<file path="config.mk">
export PLATFORM = sky130hd
export DESIGN_NAME = intadc_cmd_sequencer
export DESIGN_NICKNAME = d
export VERILOG_FILES = /design/src/rtl/intadc_cmd_sequencer.sv
export SDC_FILE = /design/constraint.sdc
export NUM_CORES = 1
export LEC_CHECK = 0
export ABC_AREA = 1
export CORE_MARGIN = 1.5
export CORE_UTILIZATION = 64
export CTS_CLUSTER_SIZE = 28
export DETAILED_ROUTE_END_ITERATION = 10
export MAX_ROUTING_LAYER = met4
export PLACE_DENSITY = 0.86
export REMOVE_ABC_BUFFERS = 1
export SYNTH_ARGS = -nofsm -noshare
export SYNTH_HDL_FRONTEND = slang
export SYNTH_SLANG_ARGS = --single-unit
</file>
<file path="constraint.sdc">
create_clock -name clock_clk -period 6 [get_ports clock_clk]
set_input_delay 1.2 -clock clock_clk [delete_from_list [all_inputs] [get_ports clock_clk]]
set_output_delay 1.2 -clock clock_clk [all_outputs]
set_load 0.01 [all_outputs]
</file>
<file path="src/rtl/intadc_cmd_sequencer.sv">
// intadc_cmd_sequencer: drives single-beat conversion commands to the internal ADC
// from a programmable channel sequence, checks the channel order of the responses
// and forwards samples downstream through a back-pressured FIFO. Every command in
// flight holds a reserved FIFO slot, so a response can always be stored.
module intadc_cmd_sequencer #(
    parameter int FIFO_DEPTH      = 8,
    parameter int MAX_OUTSTANDING = 4,
    parameter int CNT_W           = 16
) (
    input  logic             clock_clk,
    input  logic             reset_sink_reset_n,
    input  logic             ctrl_start,
    input  logic             ctrl_stop,
    input  logic             ctrl_continuous,
    input  logic [CNT_W-1:0] ctrl_num_samples,
    input  logic [1:0]       ctrl_seq_len,
    input  logic [19:0]      ctrl_seq_chan,
    output logic             status_busy,
    output logic             status_error,
    output logic             command_valid,
    output logic [4:0]       command_channel,
    output logic             command_startofpacket,
    output logic             command_endofpacket,
    input  logic             command_ready,
    input  logic             response_valid,
    input  logic [4:0]       response_channel,
    input  logic [11:0]      response_data,
    input  logic             response_startofpacket,
    input  logic             response_endofpacket,
    output logic             sample_valid,
    input  logic             sample_ready,
    output logic [4:0]       sample_channel,
    output logic [11:0]      sample_data,
    output logic             sample_last
);

    localparam int FAW = $clog2(FIFO_DEPTH);
    localparam int FCW = FAW + 1;
    localparam int QAW = (MAX_OUTSTANDING > 1) ? $clog2(MAX_OUTSTANDING) : 1;
    localparam int OW  = $clog2(MAX_OUTSTANDING + 1);
    localparam int SW  = $clog2(FIFO_DEPTH + MAX_OUTSTANDING + 1);

    typedef enum logic [1:0] {IDLE, ISSUE, DRAIN} state_t;

    state_t                 state, next_state;
    logic                   stop_pend;
    logic                   cont_r;
    logic [CNT_W-1:0]       num_r;
    logic [1:0]             seq_len_r;
    logic [3:0][4:0]        seq_chan_r;
    logic [1:0]             slot;
    logic [CNT_W-1:0]       issued;
    logic [CNT_W-1:0]       resp_cnt;
    logic [OW-1:0]          outstanding;
    logic [4:0]             exp_q [MAX_OUTSTANDING];
    logic [QAW-1:0]         q_wr, q_rd;
    logic [17:0]            fifo_mem [FIFO_DEPTH];
    logic [FAW-1:0]         f_wr, f_rd;
    logic [FCW-1:0]         f_cnt;
    logic                   err;

    logic start_ok, accept, resp_hit, resp_bad, push, pop, room, cmd_ok;
    logic unused_ok;

    assign unused_ok = ^{response_startofpacket, response_endofpacket};

    assign start_ok = ctrl_start && (state == IDLE) && (ctrl_continuous || (ctrl_num_samples != '0));
    assign accept   = command_valid && command_ready;
    assign resp_hit = response_valid && (outstanding != '0);
    assign resp_bad = response_valid && ((outstanding == '0) || (response_channel != exp_q[q_rd]));
    assign push     = resp_hit;
    assign pop      = sample_valid && sample_ready;
    assign room     = (SW'(outstanding) + SW'(f_cnt)) < SW'(FIFO_DEPTH);
    assign cmd_ok   = (state == ISSUE) && (outstanding < OW'(MAX_OUTSTANDING)) && room &&
                      (cont_r || (issued != num_r));

    assign command_channel       = command_valid ? seq_chan_r[slot] : 5'd0;
    assign command_startofpacket = command_valid;
    assign command_endofpacket   = command_valid;
    assign status_busy           = (state != IDLE);
    assign status_error          = err;
    assign sample_valid          = (f_cnt != '0);
    assign sample_last           = sample_valid & fifo_mem[f_rd][17];
    assign sample_channel        = sample_valid ? fifo_mem[f_rd][16:12] : 5'd0;
    assign sample_data           = sample_valid ? fifo_mem[f_rd][11:0] : 12'd0;

    // State register
    always_ff @(posedge clock_clk or negedge reset_sink_reset_n) begin
        if (!reset_sink_reset_n) state <= IDLE;
        else                     state <= next_state;
    end

    // Command issue and state transitions; a stop never withdraws a beat already offered
    always_comb begin
        next_state    = state;
        command_valid = cmd_ok;
        case (state)
            IDLE:  if (start_ok) next_state = ISSUE;
            ISSUE: begin
                if ((ctrl_stop || stop_pend) && !(command_valid && !command_ready))
                    next_state = DRAIN;
                else if (accept && !cont_r && ((issued + CNT_W'(1)) == num_r))
                    next_state = DRAIN;
            end
            DRAIN: if ((outstanding == '0) && (f_cnt == '0)) next_state = IDLE;
            default: next_state = IDLE;
        endcase
    end

    // Acquisition setup, sequence position, burst counters, pending stop and sticky error
    always_ff @(posedge clock_clk or negedge reset_sink_reset_n) begin
        if (!reset_sink_reset_n) begin
            cont_r     <= 1'b0;
            num_r      <= '0;
            seq_len_r  <= '0;
            seq_chan_r <= '0;
            slot       <= '0;
            issued     <= '0;
            resp_cnt   <= '0;
            stop_pend  <= 1'b0;
            err        <= 1'b0;
        end else begin
            if (start_ok) begin
                cont_r     <= ctrl_continuous;
                num_r      <= ctrl_num_samples;
                seq_len_r  <= ctrl_seq_len;
                seq_chan_r <= ctrl_seq_chan;
                slot       <= '0;
                issued     <= '0;
                resp_cnt   <= '0;
                err        <= 1'b0;
            end else begin
                if (accept) begin
                    slot <= (slot == seq_len_r) ? 2'd0 : slot + 2'd1;
                    if (!cont_r) issued <= issued + CNT_W'(1);
                end
                if (resp_hit && !cont_r) resp_cnt <= resp_cnt + CNT_W'(1);
                if (resp_bad) err <= 1'b1;
            end
            if (next_state != ISSUE)
                stop_pend <= 1'b0;
            else if (state == ISSUE && ctrl_stop && command_valid && !command_ready)
                stop_pend <= 1'b1;
        end
    end

    // Outstanding-command count and expected-channel queue
    always_ff @(posedge clock_clk or negedge reset_sink_reset_n) begin
        if (!reset_sink_reset_n) begin
            outstanding <= '0;
            q_wr        <= '0;
            q_rd        <= '0;
            for (int i = 0; i < MAX_OUTSTANDING; i++) exp_q[i] <= '0;
        end else begin
            case ({accept, resp_hit})
                2'b10:   outstanding <= outstanding + OW'(1);
                2'b01:   outstanding <= outstanding - OW'(1);
                default: outstanding <= outstanding;
            endcase
            if (accept) begin
                exp_q[q_wr] <= seq_chan_r[slot];
                q_wr <= (q_wr == QAW'(MAX_OUTSTANDING - 1)) ? '0 : q_wr + QAW'(1);
            end
            if (resp_hit)
                q_rd <= (q_rd == QAW'(MAX_OUTSTANDING - 1)) ? '0 : q_rd + QAW'(1);
        end
    end

    // Sample FIFO: responses pushed, downstream handshake pops
    always_ff @(posedge clock_clk or negedge reset_sink_reset_n) begin
        if (!reset_sink_reset_n) begin
            f_wr  <= '0;
            f_rd  <= '0;
            f_cnt <= '0;
            for (int i = 0; i < FIFO_DEPTH; i++) fifo_mem[i] <= '0;
        end else begin
            if (push) begin
                fifo_mem[f_wr] <= {(!cont_r && ((resp_cnt + CNT_W'(1)) == num_r)),
                                   response_channel, response_data};
                f_wr <= f_wr + FAW'(1);
            end
            if (pop) f_rd <= f_rd + FAW'(1);
            case ({push, pop})
                2'b10:   f_cnt <= f_cnt + FCW'(1);
                2'b01:   f_cnt <= f_cnt - FCW'(1);
                default: f_cnt <= f_cnt;
            endcase
        end
    end

endmodule
</file>
==> metrics.log <==
INFO  metric ys_seq_elements = approximately 260
INFO  metric worst_setup_path_end_kind = output port
INFO  metric clock_tree.buffer_depth = 3
INFO  metric vdd.ir_drop.worst = around 0.00031 V
INFO  metric yosysSeqAreaShare = 0.498
INFO  metric setup_viol = 0
INFO  metric slew_viol_final = 0
INFO  metric max_freq = about 230 MHz
INFO  metric finalSetupTns = 0 ns
INFO  metric post_synth_inst_count = around 1700
INFO  metric worst-endpoint-arrival = 3.16 ns
INFO  metric synth_area_leader_cell = sky130_fd_sc_hd__dfrtp_1
INFO  metric p_leak = ~7.0 nW
INFO  metric drt-vias-per-instance = 5.81
INFO  metric tritoncts = done
INFO  metric globalRouteTotalUtil = 0.315
INFO  metric clkLatencyLatePin = around 0.54 ns
INFO  metric globalRoute.totalOverflow = 0
INFO  metric layout.filler_cells = between 1500 and 2000
INFO  metric synth.yosys.warnings = 0
INFO  metric timing.final.crit_share = 0.727
INFO  metric num-nets-final = approximately 1800
INFO  metric max_cap_viol_count = 0
INFO  metric gpl.final_weighted_congestion = approximately 0.93
INFO  metric grt_start_max_net_pins = 131
INFO  metric synth.avg_cell_area = between 7 and 8 µm²
INFO  metric dieHeight = around 150 µm
INFO  metric initial_standard_cell_utilization_of_the_core = 0.659
INFO  metric slew_headroom = 0.159
INFO  metric clock_sinks = 258
INFO  metric floorplan.core_area = around 20000 µm²
INFO  metric antenna_left = 0
INFO  metric min_period = between 4 and 5 ns
INFO  metric path_delay_family = buffers and inverters
INFO  metric via_count_of_the_first_global_routing_pass = roughly 11000
INFO  metric synthesized_cell_area = 13000 µm²
INFO  metric cts-htree-levels = 1
INFO  metric worstPathBufferInverterCount = 4
INFO  metric cell_internal_power_dissipation = 4.72 mW
INFO  metric ys_dominant_reg_cell = sky130_fd_sc_hd__dfrtp_1
INFO  metric grt_first_pass_wirelength = roughly 54000 µm
INFO  metric cts.clk_slew.worst_paths = around 0.060 ns
INFO  metric detailedRoute.firstPassIterationCount = 5
INFO  metric initial_antenna_violation_count = 0
INFO  metric library_cell_contributing_the_largest_single_delay_on_the_critical_path = sky130_fd_sc_hd__clkdlybuf4s50_1
INFO  metric power.sequential.fraction = 0.374
INFO  metric rsz0062_at_grt = false
INFO  metric p_per_area = around 540 nW/µm²
INFO  metric layout-area-overhead-vs-synth = 14.8%
INFO  metric power_switching_share = 0.411
INFO  metric power_frac_comb = 0.421
INFO  metric cts_resized = 0
INFO  metric cts_made_buffers = 27
INFO  metric synth_async_sr_flop_share = 1.00
INFO  metric hold_ws = about 0.48 ns
INFO  metric route.vias.total = around 12000
INFO  metric detail_route.drc_violations = 0
INFO  metric io-pin-count = 94
INFO  metric ctsRootBufferMaster = sky130_fd_sc_hd__clkbuf_16
INFO  metric finClkSkew = between 0.01 and 0.015 ns
INFO  metric dpl-instance-area = around 14000 µm²
INFO  metric hold_viol_final = 0
INFO  metric synthTopCellsByArea = sky130_fd_sc_hd__dfrtp_1, sky130_fd_sc_hd__nand2_1, sky130_fd_sc_hd__o21ai_0, sky130_fd_sc_hd__nor2_1, sky130_fd_sc_hd__inv_1
INFO  metric clock_power_share = 0.205
INFO  metric finalCoreUtilization = 0.756
INFO  metric post_cts_setup_bufs = 0
INFO  metric worst_hold_path_type = reg2reg
INFO  metric drt_first_iter_violations = 933
INFO  metric worst_setup_path_start_kind = flop
INFO  metric final_layout_size_suffix_gt1_frac = 0.0504
INFO  metric portBuffers = between 90 and 100
INFO  metric worstSetupPathType = reg2out
INFO  metric tightest_slew = 1.25 ns
INFO  metric final_hpwl_from_detailed_placement = between 15000 and 20000 µm
INFO  metric routedWlPerCell = 15.9 µm
INFO  metric synth.lib_cells_used.distinct = 40
INFO  metric design_power_total = approximately 8.0 mW
INFO  metric final_area = between 10000 and 15000 µm²
INFO  metric crit_path_max_fanout = 29
INFO  metric dieWidth = between 100 and 150 µm
INFO  metric crit_chain = clkinv_1, buf_4, buf_4, o21ai_0, o22ai_1, o21ai_0, a31oi_1, clkdlybuf4s50_1
INFO  metric worst_path_largest_cell_delay = around 0.59 ns
INFO  metric power_switching = approximately 3.3 mW
INFO  metric synth_top_area_frac = 0.498
INFO  metric ctsHoldBuffers = 0
INFO  metric row_count = between 50 and 60
INFO  metric number_of_enable_flip_flop_cells_after_synthesis = 0
INFO  metric antennaDiodeCount = 0
INFO  metric routed_wirelength = 32000 µm
INFO  metric run_status = complete, no violations
INFO  metric fp.dieArea = 21100 µm²
INFO  metric worst_ep_required_time = about 4.8 ns
## per-stage QoR
stage | cells | worst slack (ns)
after floorplan | 1598 | 1.35
after global placement | 1963 | 1.99
after detailed placement | 1963 | 1.85
after CTS | 2012 | 1.68
after global routing | 2012 | 1.52
final | 2012 | 1.64
## synthesized netlist by cell type (all sizes together) (12+ instances only)
library cell and n:
nand3 50, dfrtp 258, inv 124, clkbuf 61, a31oi 19, xor2 25, ha 15, buf 12
nor2 203, nand2 477, nand4 23, o21ai 302, o22ai 32
## layer usage
metal	wire length [µm]	vias to the layer above	track usage
met1	13400	5590	0.406
met4	1020	0	0.109
met3	1790	88	0.0333
li1	-	5569	-
met2	15800	435	0.524
met5	0	-	-
## cells in the final DEF (no fill, tap or decap), drive strengths merged
cell type	n
nand2	477
o21ai	302
dfrtp	258
nor2	203
inv	125
clkdlybuf4s50	90
nand3	50
clkbuf	38
o22ai	32
xor2	25
nand4	23
a31oi	19
clkinv	16
ha	15
nor3	11
xnor2	11
a21oi	11
buf	10
o31ai	7
o32ai	5
or2	5
nor4	2
o21bai	2
fa	2
clkinvlp	2
nand3b	1
o211ai	1
nor3b	1
o22a	1
a211oi	1
bufinv	1
## logic make-up after synthesis
kind of cell / share of synthesized area
AOI/OAI and AO/OA: 0.157
xor gates and xnor gates: 0.0243
adders and majority gates: 0.0176
buffers and inverters: 0.0614
DFF: 0.498
and+or+nand+nor: 0.242
## power groups by stage
stage	Combinational [mW]	Sequential, mW	Clock [mW]
floorplan	2.19	2.91	0
global placement	3.18	2.97	0
detailed placement	3.31	3.00	0
CTS	3.37	2.99	1.66
global route	3.82	3.08	1.72
finish	3.38	3.00	1.64
## state kept, by name, summed over array words and instances, names as in the netlist, 3 cells and up
| name | cells |
|---|---|
| exp_q | 20 |
| f_wr | 3 |
| outstanding | 3 |
| fifo_mem | 144 |
| issued | 16 |
| f_cnt | 4 |
| resp_cnt | 16 |
| seq_chan_r | 20 |
| f_rd | 3 |
| num_r | 16 |
## area by class of cell
| cell class | count | area (µm²) | share of cell area |
|---|---|---|---|
| well taps | 265 | 332 | 0.0223 |
| multi-input cells | 1207 | 5700 | 0.384 |
| repair buffers | 100 | 996 | 0.0670 |
| flip-flops and latches | 258 | 6460 | 0.434 |
| clock inverters | 11 | 92.6 | 0.00623 |
| inverters | 133 | 499 | 0.0336 |
| clock buffers | 38 | 787 | 0.0529 |
## final timing paths
| check | start | to | slack, ns | depth (start not counted) |
|---|---|---|---|---|
| worst max-delay path | f_rd[0] | sample_data[9] | 1.64 | 8 |
| worst min-delay path | seq_chan_r[5] | seq_chan_r[5] | 0.48 | 2 |
| worst max register to register | f_cnt[1] | f_cnt[3] | 3.00 | 13 |
| worst min register to register | seq_chan_r[5] | seq_chan_r[5] | 0.48 | 2 |
| max in group asynchronous | reset_sink_reset_n | fifo_mem[66] | 3.98 | 2 |
| min in group asynchronous | reset_sink_reset_n | fifo_mem[114] | 0.76 | 1 |
## worst register-to-register path, delay by kind of cell, from the launching register on
family / cells / cell delay [ns]
buffers and inverters: 2 / 0.57
AO/OA/AOI/OAI: 1 / 0.28
flip-flops: 1 / 0.44
adder cells (fa/ha/maj): 2 / 0.56
AND/OR/NAND/NOR: 7 / 0.91
XOR/XNOR: 1 / 0.13
Note: power is estimated with default switching activity, not from simulation.
